### config.mk
export PLATFORM = sky130hd
export DESIGN_NAME = imem_loader_flat
export DESIGN_NICKNAME = d
export VERILOG_FILES = /design/src/rtl/imem_loader_if.sv /design/src/rtl/imem_loader.sv /design/src/flat_wrapper.sv
export SDC_FILE = /design/constraint.sdc
export NUM_CORES = 1
export LEC_CHECK = 0
export CAP_MARGIN = 20
export CORE_ASPECT_RATIO = 0.6
export CORE_MARGIN = 3
export CORE_UTILIZATION = 30
export CTS_BUF_LIST = sky130_fd_sc_hd__clkbuf_8 sky130_fd_sc_hd__clkbuf_16
export DETAILED_ROUTE_END_ITERATION = 8
export PLACE_DENSITY_LB_ADDON = 0.05
export SYNTH_ARGS = -nofsm -noshare
export SYNTH_HDL_FRONTEND = slang
export SYNTH_SLANG_ARGS = --single-unit
### constraint.sdc
create_clock -name CLK -period 6.33 [get_ports CLK]
set_input_delay 0.633 -clock CLK [delete_from_list [all_inputs] [get_ports CLK]]
set_output_delay 0.633 -clock CLK [all_outputs]
set_load 0.01 [all_outputs]
### src/rtl/imem_loader_if.sv
// imem_loader_if: control, word-stream and byte-write bus of the instruction memory loader
interface imem_loader_if;
  logic start;
  logic abort;
  logic [9:0] base_addr;
  logic [8:0] word_count;
  logic in_valid;
  logic [31:0] in_word;
  logic in_ready;
  logic mem_we;
  logic [9:0] mem_addr;
  logic [7:0] mem_wdata;
  logic busy;
  logic done;
  logic error;
  logic [8:0] words_written;
  modport master (
    output start, abort, base_addr, word_count, in_valid, in_word,
    input in_ready, mem_we, mem_addr, mem_wdata, busy, done, error, words_written
  );
  modport slave (
    input start, abort, base_addr, word_count, in_valid, in_word,
    output in_ready, mem_we, mem_addr, mem_wdata, busy, done, error, words_written
  );
endinterface

### src/rtl/imem_loader.sv
// imem_loader: streams 32-bit words into a 1024x8 instruction memory as big-endian bytes
module imem_loader (
  input logic CLK,
  input logic RESET,
  imem_loader_if.slave bus
);
  typedef enum logic [2:0] {IDLE, WAIT_WORD, WRITE, DONE, ERR} state_t;
  state_t state;
  logic [1:0] idx;
  logic [9:0] addr;
  logic [8:0] cnt;
  logic [8:0] ww;
  logic [31:0] word;
  logic [11:0] end_addr;
  assign end_addr = {2'b00, bus.base_addr} + {1'b0, bus.word_count, 2'b00};
  always_ff @(posedge CLK)
    if (RESET) begin
      state <= IDLE;
      idx <= 2'd0;
      addr <= 10'd0;
      cnt <= 9'd0;
      ww <= 9'd0;
      word <= 32'd0;
    end else if (bus.abort && state != IDLE) state <= IDLE;
    else case (state)
      IDLE: if (bus.start) begin
        if (bus.base_addr[1:0] != 2'd0 || end_addr > 12'd1024) state <= ERR;
        else begin
          state <= (bus.word_count == 9'd0) ? DONE : WAIT_WORD;
          addr <= bus.base_addr;
          cnt <= bus.word_count;
          ww <= 9'd0;
          idx <= 2'd0;
        end
      end
      WAIT_WORD: if (bus.in_valid) begin
        word <= bus.in_word;
        idx <= 2'd0;
        state <= WRITE;
      end
      WRITE: begin
        idx <= idx + 2'd1;
        if (idx == 2'd3) begin
          ww <= ww + 9'd1;
          addr <= addr + 10'd4;
          state <= (ww + 9'd1 == cnt) ? DONE : WAIT_WORD;
        end
      end
      default: state <= IDLE;
    endcase
  // All outputs are decoded from registers only; the byte lane follows idx.
  assign bus.in_ready = state == WAIT_WORD;
  assign bus.mem_we = state == WRITE;
  assign bus.busy = state != IDLE;
  assign bus.done = state == DONE;
  assign bus.error = state == ERR;
  assign bus.words_written = ww;
  assign bus.mem_addr = addr + {8'd0, idx};
  assign bus.mem_wdata = idx == 2'd0 ? word[31:24] : idx == 2'd1 ? word[23:16] :
                         idx == 2'd2 ? word[15:8] : word[7:0];
endmodule

### src/flat_wrapper.sv
// flat-port wrapper written by rule: the top's interface ports become plain ports
module imem_loader_flat 
  (CLK, RESET, bus_start, bus_abort, bus_base_addr, bus_word_count, bus_in_valid, bus_in_word, bus_in_ready, bus_mem_we, bus_mem_addr, bus_mem_wdata, bus_busy, bus_done, bus_error, bus_words_written);
  imem_loader_if bus_i ();
  input logic CLK;
  input logic RESET;
  input wire logic [$bits(bus_i.start)-1:0] bus_start;
  input wire logic [$bits(bus_i.abort)-1:0] bus_abort;
  input wire logic [$bits(bus_i.base_addr)-1:0] bus_base_addr;
  input wire logic [$bits(bus_i.word_count)-1:0] bus_word_count;
  input wire logic [$bits(bus_i.in_valid)-1:0] bus_in_valid;
  input wire logic [$bits(bus_i.in_word)-1:0] bus_in_word;
  output wire logic [$bits(bus_i.in_ready)-1:0] bus_in_ready;
  output wire logic [$bits(bus_i.mem_we)-1:0] bus_mem_we;
  output wire logic [$bits(bus_i.mem_addr)-1:0] bus_mem_addr;
  output wire logic [$bits(bus_i.mem_wdata)-1:0] bus_mem_wdata;
  output wire logic [$bits(bus_i.busy)-1:0] bus_busy;
  output wire logic [$bits(bus_i.done)-1:0] bus_done;
  output wire logic [$bits(bus_i.error)-1:0] bus_error;
  output wire logic [$bits(bus_i.words_written)-1:0] bus_words_written;
  assign bus_i.start = bus_start;
  assign bus_i.abort = bus_abort;
  assign bus_i.base_addr = bus_base_addr;
  assign bus_i.word_count = bus_word_count;
  assign bus_i.in_valid = bus_in_valid;
  assign bus_i.in_word = bus_in_word;
  assign bus_in_ready = bus_i.in_ready;
  assign bus_mem_we = bus_i.mem_we;
  assign bus_mem_addr = bus_i.mem_addr;
  assign bus_mem_wdata = bus_i.mem_wdata;
  assign bus_busy = bus_i.busy;
  assign bus_done = bus_i.done;
  assign bus_error = bus_i.error;
  assign bus_words_written = bus_i.words_written;
  imem_loader u_core (.CLK(CLK), .RESET(RESET), .bus(bus_i));
endmodule
* After elaboration in Yosys (flattened, before gate mapping) *
Index checks and enable logic that the tools add are counted.

storage, ports and cells
  output and inout port bits = 32
  flip-flop bits (word level) = 65
  logic and storage cells = 63
  input port bits = 56

cells by class
  reduce and logical (&&, ||, !) cells = 15
  magnitude comparators = 1
  multiplexer cells = 22
  equal/unequal tests = 12
  add/subtract/negate cells = 5
  bitwise gates (word level) = 2

operators by type and width
  operator               count
  $mux 10                3
  $mux 9                 3
  $mux 8                 3
  $pmux 10 s2            1
  $pmux 9 s2             1
  $add 10x11->12         1
  $gt 12x11->1 const B   1
  $mux 3                 4
  $add 10x2->10          1
  $add 10x3->10 const B  1
  $mux 2                 5
  $reduce_and 5->1       2
  $add 9x1->9 const B    1
  $eq 9x9->1             1
  $logic_not 9->1        1
  $pmux 3 s3             1
  $eq 3x2->1 const B     2
  $ne 2x2->1 const B     3
  $pmux 2 s3             1
  $reduce_and 3->1       2
  $reduce_bool 3->1      2
  $eq 2x2->1 const B     2
  $reduce_and 4->1       1
  $reduce_bool 2->1      2
  11 further kinds       12

* Logic depth before layout (Yosys ltp) *
Gate-level depths: netlist of the first run.

  depth in word-level cells = 6
  mapped depth = 12
  depth with buffers taken out = 10

* Worst setup path after synthesis of the first run *
OpenSTA, ideal clock, no wires.

  path kind = input -> register
  from = in bus_word_count[0]
  to = reg u_core.ww[8], in the netlist u_core.bus.words_written[8]
  data required time = 6.209 ns
  slack = 3.176 ns
  arrival time = 3.033 ns
  setup time = 0.121 ns
  cell stages on the path = 11
  path buffers = 1
  path through = ha_1 inv_1 fa_1 nor2b_4 o2111a_1 or3_1 a211o_1 o31a_1 buf_6 a21oi_4 mux2_4

between the ends
  word-level cells in the longest chain between the ends = 5

ends and longest elaborated chain
  what                        line                RTL
  start, declared             flat_wrapper.sv:10  input wire logic [$bits(bus_i.word_count)-1:0] bus_word_count;
  $add 10x11->12              imem_loader.sv:15   assign end_addr = {2'b00, bus.base_addr} + {1'b0, bus.word_count, 2'b00};
  $gt 12x11->1                imem_loader.sv:27   if (bus.base_addr[1:0] != 2'd0 || end_addr > 12'd1024) state <= ERR;
  $logic_or 1x1->1            imem_loader.sv:27
  $ne 2x2->1 (no line)        --
  $reduce_and 5->1 (no line)  --
  end signal, assigned        imem_loader.sv:44   ww <= ww + 9'd1;
  end, declared               imem_loader.sv:12   logic [8:0] ww;

Every way passes these cells.
A chain may end at the register's enable or synchronous reset.

* Worst setup path in the final report of the first run *
  from = in bus_word_count[1]
  to = reg u_core.ww[8], in the netlist u_core.bus.words_written[8]

Same word-level chain as after synthesis.

==> results.json, run 1 <==
{
  "drc_errors": 0,
  "io_buffer_count": 87,
  "cts_setup_buffers": 0,
  "first_pass_iters": 5,
  "whs_ns": 0.457,
  "syn2layout_area_growth_pct": 33.1,
  "synth_edf_count": 0,
  "cts_resized": 0,
  "critPathLaunchType": "input port",
  "crit_end": "u_core.bus.words_written[8]$_SDFFE_PP0P_",
  "r2r_slack_ns": 3.68,
  "critPathLaunch": "bus_word_count[1]",
  "grt_usage": 0.184,
  "crit_buf_inv": 1,
  "synth_seq_cells": 65,
  "core_um2": 12500,
  "cp_max_fo": 19,
  "dp.final_hpwl_um": 9880,
  "status": "finished clean",
  "worst_slew_pin_slew_ns": 0.893,
  "drv_cap": 0,
  "grt_pass1_vias": 3751,
  "holdCritPathClass": "reg2reg",
  "synthesis.nets": 600,
  "die_h_um": 95.4,
  "dieArea_um2": 14800,
  "clkLatencyLatePin_ns": 0.34,
  "drv_slew": 0,
  "crit_cells": 9,
  "area.sequential_um2": 1300,
  "cp_top_family": "compound AO/OA/AOI/OAI gates",
  "ys_warn_count": 0,
  "cts_root_buffer": "clkbuf_16",
  "antenna_found_initial": 0,
  "ys_types": 54,
  "wl_per_cell_um": 17.4,
  "fin_nets": 672,
  "postSynthCellCount": 526,
  "worst_clock_skew_ns": 0.0119,
  "hold_buffers": 0,
  "async_reset_ff_frac": 0,
  "clockBufferDepth": 2,
  "required_ns": 6.55,
  "n_antenna_cell": 0,
  "crit_arrival_ns": 4.09,
  "finalPower_uw": 1130,
  "hold_viol": 0,
  "vias": 4043,
  "routed_wl_um": 13400,
  "reg2reg_from": "u_core.state[1]$_SDFFE_PP0P_",
  "path_cells": "clkdlybuf4s50_1, ha_1, a211oi_1, nor2_1, o311a_1, o21ai_0, o31a_1, a21oi_4, mux2_4",
  "fmax_mhz": 259,
  "worstSetupEndpointType": "flop",
  "slowest_delay_ns": 0.76,
  "r2r_end": "u_core.word[30]$_SDFFE_PP0P_",
  "ir_worst_vdd_v": 0.000132,
  "slew_headroom": 0.404,
  "grt-ovfl-total": 0,
  "final_common_cell": "nand2_1",
  "yosysSeqAreaShare": 0.325,
  "fill_cells": 1251,
  "row_count": 31,
  "cts_tree": "yes",
  "r2r.worst_path.cells": 7,
  "timing.final.crit_share": 0.611,
  "synth_area_um2": 4000,
  "setup_viol": 0,
  "rsz0062_at_grt": "no",
  "setup_slack_ns": 2.46,
  "p_per_area_nw_per_um2": 212,
  "io_pins": 88,
  "clock-sinks": 65,
  "final_cell_mix": "92 x nand2_1, 86 x clkdlybuf4s50_1, 69 x a21oi_1",
  "grt_max_degree": 75,
  "cts_max_level": 3,
  "path_clk_slew_ns": 0.06,
  "layout-drive-gt1-share": 0.0580,
  "drtAntennaViolNets": 0,
  "initial_core_util": 0.319,
  "cellLeakagePower_uw": 0.00182,
  "first_iter_violations": 269,
  "fin_crit_ns": 3.87,
  "multiInputGateArea_um2": 2490,
  "synth_top_flop_cell": "dfxtp_1",
  "place.gp.congestion": 0.860,
  "syn_avg_cell_area_um2": 7.60,
  "cts_made_buffers": 9,
  "place_ws_ns": 2.23,
  "die_w_um": 155,
  "setup_tns_ns": 0,
  "crit_path_top_delay_cell": "o31a_1",
  "vias_per_cell": 5.26,
  "critPathKind": "in2reg",
  "grt_pass1_wl_um": 21200
}
how the worst min path moves through the flow:
stage | start | endpoint | slack [ns] | cells after the start
2_1_floorplan | u_core.word[0]$_SDFFE_PP0P_ | u_core.word[0]$_SDFFE_PP0P_ | 0.44 | 2
5_1_grt | u_core.word[4]$_SDFFE_PP0P_ | u_core.word[4]$_SDFFE_PP0P_ | 0.48 | 2
4_1_cts | u_core.word[3]$_SDFFE_PP0P_ | u_core.word[3]$_SDFFE_PP0P_ | 0.45 | 2
3_3_place_gp | u_core.word[2]$_SDFFE_PP0P_ | u_core.word[2]$_SDFFE_PP0P_ | 0.44 | 2
3_5_place_dp | u_core.word[3]$_SDFFE_PP0P_ | u_core.word[3]$_SDFFE_PP0P_ | 0.45 | 2
6_report | u_core.word[3]$_SDFFE_PP0P_ | u_core.word[3]$_SDFFE_PP0P_ | 0.46 | 2
power breakdown:
| group | switching [µW] | internal [µW] | total [µW] |
|---|---|---|---|
| registers | 8.21 | 415 | 423 |
| clock network | 201 | 349 | 549 |
| logic | 84.5 | 72.9 | 157 |
| total | 293 | 836 | 1130 |
logic make-up after synthesis:
logic type               after synthesis  share of synthesized area
flip-flops                            65                      0.325
AND/OR/NAND/NOR                      203                      0.235
AO/OA/AOI/OAI                        150                      0.238
adder cells (fa/ha/maj)               18                     0.0601
XOR/XNOR                              23                     0.0504
buffers and inverters                 52                     0.0516
multiplexers                          15                     0.0394
flip-flops by register name, summed over array words and instances, names as in the netlist:
| name | cells |
|---|---|
| u_core.addr | 10 |
| u_core.idx | 2 |
| u_core.state | 3 |
| u_core.word | 32 |
| u_core.bus.words_written | 9 |
| u_core.cnt | 9 |
synthesized netlist by cell type, types with 3 or more instances:
master     n  area (µm²)
buf_2      3        15.0
nor2_1    34         128
a21oi_1   69         345
a221oi_1   5        43.8
o31ai_1   12        90.1
and3_1     3        18.8
o211ai_1   3        22.5
nor3_1    21         105
xnor2_1   15         131
nand4_1   10        62.6
inv_1     17        63.8
nand2b_1   8        50.1
a31oi_1    5        31.3
o32ai_1    7        61.3
nand3_1    8        40.0
clkbuf_1  27         101
nor3b_1    5        37.5
xor2_1     8        70.1
nor2b_1    8        50.1
o21ai_0   21         105
a211oi_1   6        45.0
nand2_1   92         345
o21a_1     4        30.0
dfxtp_1   65        1300
a311oi_1   4        35.0
mux2i_1   12         120
ha_1      16         200
layer usage:
metal | wire length, µm | global-route usage | vias up
met2 | 5040 | 0.228 | 107
met4 | 101 | 0.0375 | 0
met5 | 0 | 0 | -
met3 | 689 | 0.0385 | 8
met1 | 7570 | 0.306 | 1912
li1 | - | - | 2016
final cells by class:
type,count,area share
clock buffers,9,0.0423
clock inverters,7,0.0193
inverters,19,0.0134
multi-input cells,409,0.468
flip-flops and latches,65,0.244
well taps,165,0.0388
repair buffers,94,0.174
tightest hold or removal path: cells and delay by family, from the launching register on:
family | cells | cell delay (ns)
AO/OA/AOI/OAI | 1 | 0.05
flip-flops | 1 | 0.31
AND/OR/NAND/NOR | 1 | 0.05
per-stage QoR:
step                      std cells  utilization  cell area, µm²
after floorplan                 526            -            4000
after CTS                       767        0.424            5310
final                           768        0.425            5330
after global placement          751        0.398            4980
after detailed placement        751        0.398            4980
after global routing            768        0.425            5330
(Power assumes the default switching activity.)
==> run 2, diff against run 1 <==
Clock period 6.33 ns to 3.7 ns, I/O delays scaled along.
==> results.json, run 2 (synthesis results as in run 1) <==
{
  "status": "finished clean",
  "grt_pass1_wl_um": 20900,
  "clockBufferDepth": 2,
  "final_common_cell": "nand2_1",
  "die_h_um": 95.4,
  "cts_made_buffers": 9,
  "place_ws_ns": 0.135,
  "cp_max_fo": 13,
  "row_count": 31,
  "path_clk_slew_ns": 0.06,
  "cts_setup_buffers": 0,
  "io_pins": 88,
  "cts_resized": 0,
  "crit_arrival_ns": 3.40,
  "drc_errors": 0,
  "final_cell_mix": "92 x nand2_1, 86 x clkdlybuf4s50_1, 69 x a21oi_1",
  "grt-ovfl-total": 0,
  "drtAntennaViolNets": 0,
  "slew_headroom": 0.532,
  "cts_root_buffer": "clkbuf_16",
  "clkLatencyLatePin_ns": 0.33,
  "n_antenna_cell": 0,
  "required_ns": 3.89,
  "ir_worst_vdd_v": 0.000192,
  "setup_viol": 0,
  "drv_slew": 0,
  "rsz0062_at_grt": "no",
  "critPathLaunchType": "input port",
  "fmax_mhz": 311,
  "io_buffer_count": 87,
  "p_per_area_nw_per_um2": 373,
  "worst_clock_skew_ns": 0.00640,
  "setup_slack_ns": 0.482,
  "cts_tree": "yes",
  "initial_core_util": 0.319,
  "grt_pass1_vias": 3698,
  "holdCritPathClass": "reg2reg",
  "grt_usage": 0.182,
  "worstSetupEndpointType": "flop",
  "largest_register": "u_core.word",
  "first_pass_iters": 4,
  "place.gp.congestion": 0.878,
  "fin_nets": 683,
  "fin_crit_ns": 3.22,
  "critPathKind": "in2reg",
  "setup_tns_ns": 0,
  "die_w_um": 155,
  "first_iter_violations": 229,
  "syn2layout_area_growth_pct": 36.3,
  "clock-sinks": 65,
  "dp.final_hpwl_um": 10300,
  "core_um2": 12500,
  "drv_cap": 0,
  "antenna_found_initial": 0,
  "vias": 4067,
  "dieArea_um2": 14800,
  "worst_slew_pin_slew_ns": 0.701,
  "largestRegisters": "u_core.word (32), u_core.addr (10)",
  "largest_register_ffs": 32,
  "timing.final.crit_share": 0.870,
  "vias_per_cell": 5.22,
  "hold_viol": 0,
  "cts_max_level": 3,
  "hold_buffers": 0,
  "routed_wl_um": 13400,
  "layout-drive-gt1-share": 0.0733,
  "wl_per_cell_um": 17.2,
  "grt_max_degree": 41,
  "cellLeakagePower_uw": 0.00190
}
-- run 2: cell types whose count changed in the layout (fill, tap and decap cells not counted) --
cell | previous run | this run
buf_4 | 6 | 17
bufinv_16 | 2 | 4
clkinv_2 | 0 | 2
clkinv_4 | 2 | 0
inv_6 | 2 | 0
buf_16 | 0 | 1
buf_8 | 1 | 0
clkinvlp_4 | 1 | 0
inv_1 | 17 | 18
-- run 2: report_power, final --
group	internal (µW)	total (µW)	leakage, µW	switching (µW)
clock network	721	1030	0.000181	310
logic	134	280	0.00120	146
registers	710	723	0.000524	13.2
-- run 2: stage by stage --
stage               utilization  total power [µW]  instances  hold slack, ns  area, µm²
floorplan                     -               877        526           0.436       4000
global placement          0.404              1010        762           0.443       5060
detailed placement        0.404              1010        762           0.447       5060
CTS                       0.433              2060        778           0.455       5420
global route              0.435              2120        779           0.478       5450
finish                    0.435              2030        779           0.453       5450
-- run 2: worst paths after layout --
| check | endpoint | from | slack, ns | cells after the start |
|---|---|---|---|---|
| setup / recovery | u_core.addr[7]$_SDFFE_PP0P_ | bus_word_count[0] | 0.48 | 12 |
| hold / removal | u_core.word[2]$_SDFFE_PP0P_ | u_core.word[2]$_SDFFE_PP0P_ | 0.45 | 2 |
| setup reg to reg | u_core.word[30]$_SDFFE_PP0P_ | u_core.state[1]$_SDFFE_PP0P_ | 1.18 | 7 |
| hold reg to reg | u_core.word[2]$_SDFFE_PP0P_ | u_core.word[2]$_SDFFE_PP0P_ | 0.45 | 2 |
-- run 2: per-layer routing --
metal / vias up / routed length, µm / GRT usage
met5: - / 0 / 0
met4: 0 / 56 / 0.0331
met3: 8 / 631 / 0.0458
met2: 101 / 5010 / 0.229
met1: 1912 / 7710 / 0.298
li1: 2046 / - / -
-- run 2: final cells by class --
class | count | area, µm²
well taps | 165 | 206
inverters | 19 | 71.3
flip-flops and latches | 65 | 1300
clock inverters | 7 | 134
fillers | 1251 | 7080
clock buffers | 9 | 225
repair buffers | 105 | 1020
multi-input cells | 409 | 2490
-- run 2: critical path, stage by stage --
cell             delay, ns
clkdlybuf4s50_1       0.46
ha_1                  0.26
inv_1                 0.08
fa_1                  0.27
nor2b_4               0.06
o2111a_1              0.25
or3_1                 0.35
a211o_1               0.31
o31a_1                0.35
buf_4                 0.21
a221oi_1              0.30
o32ai_1               0.12
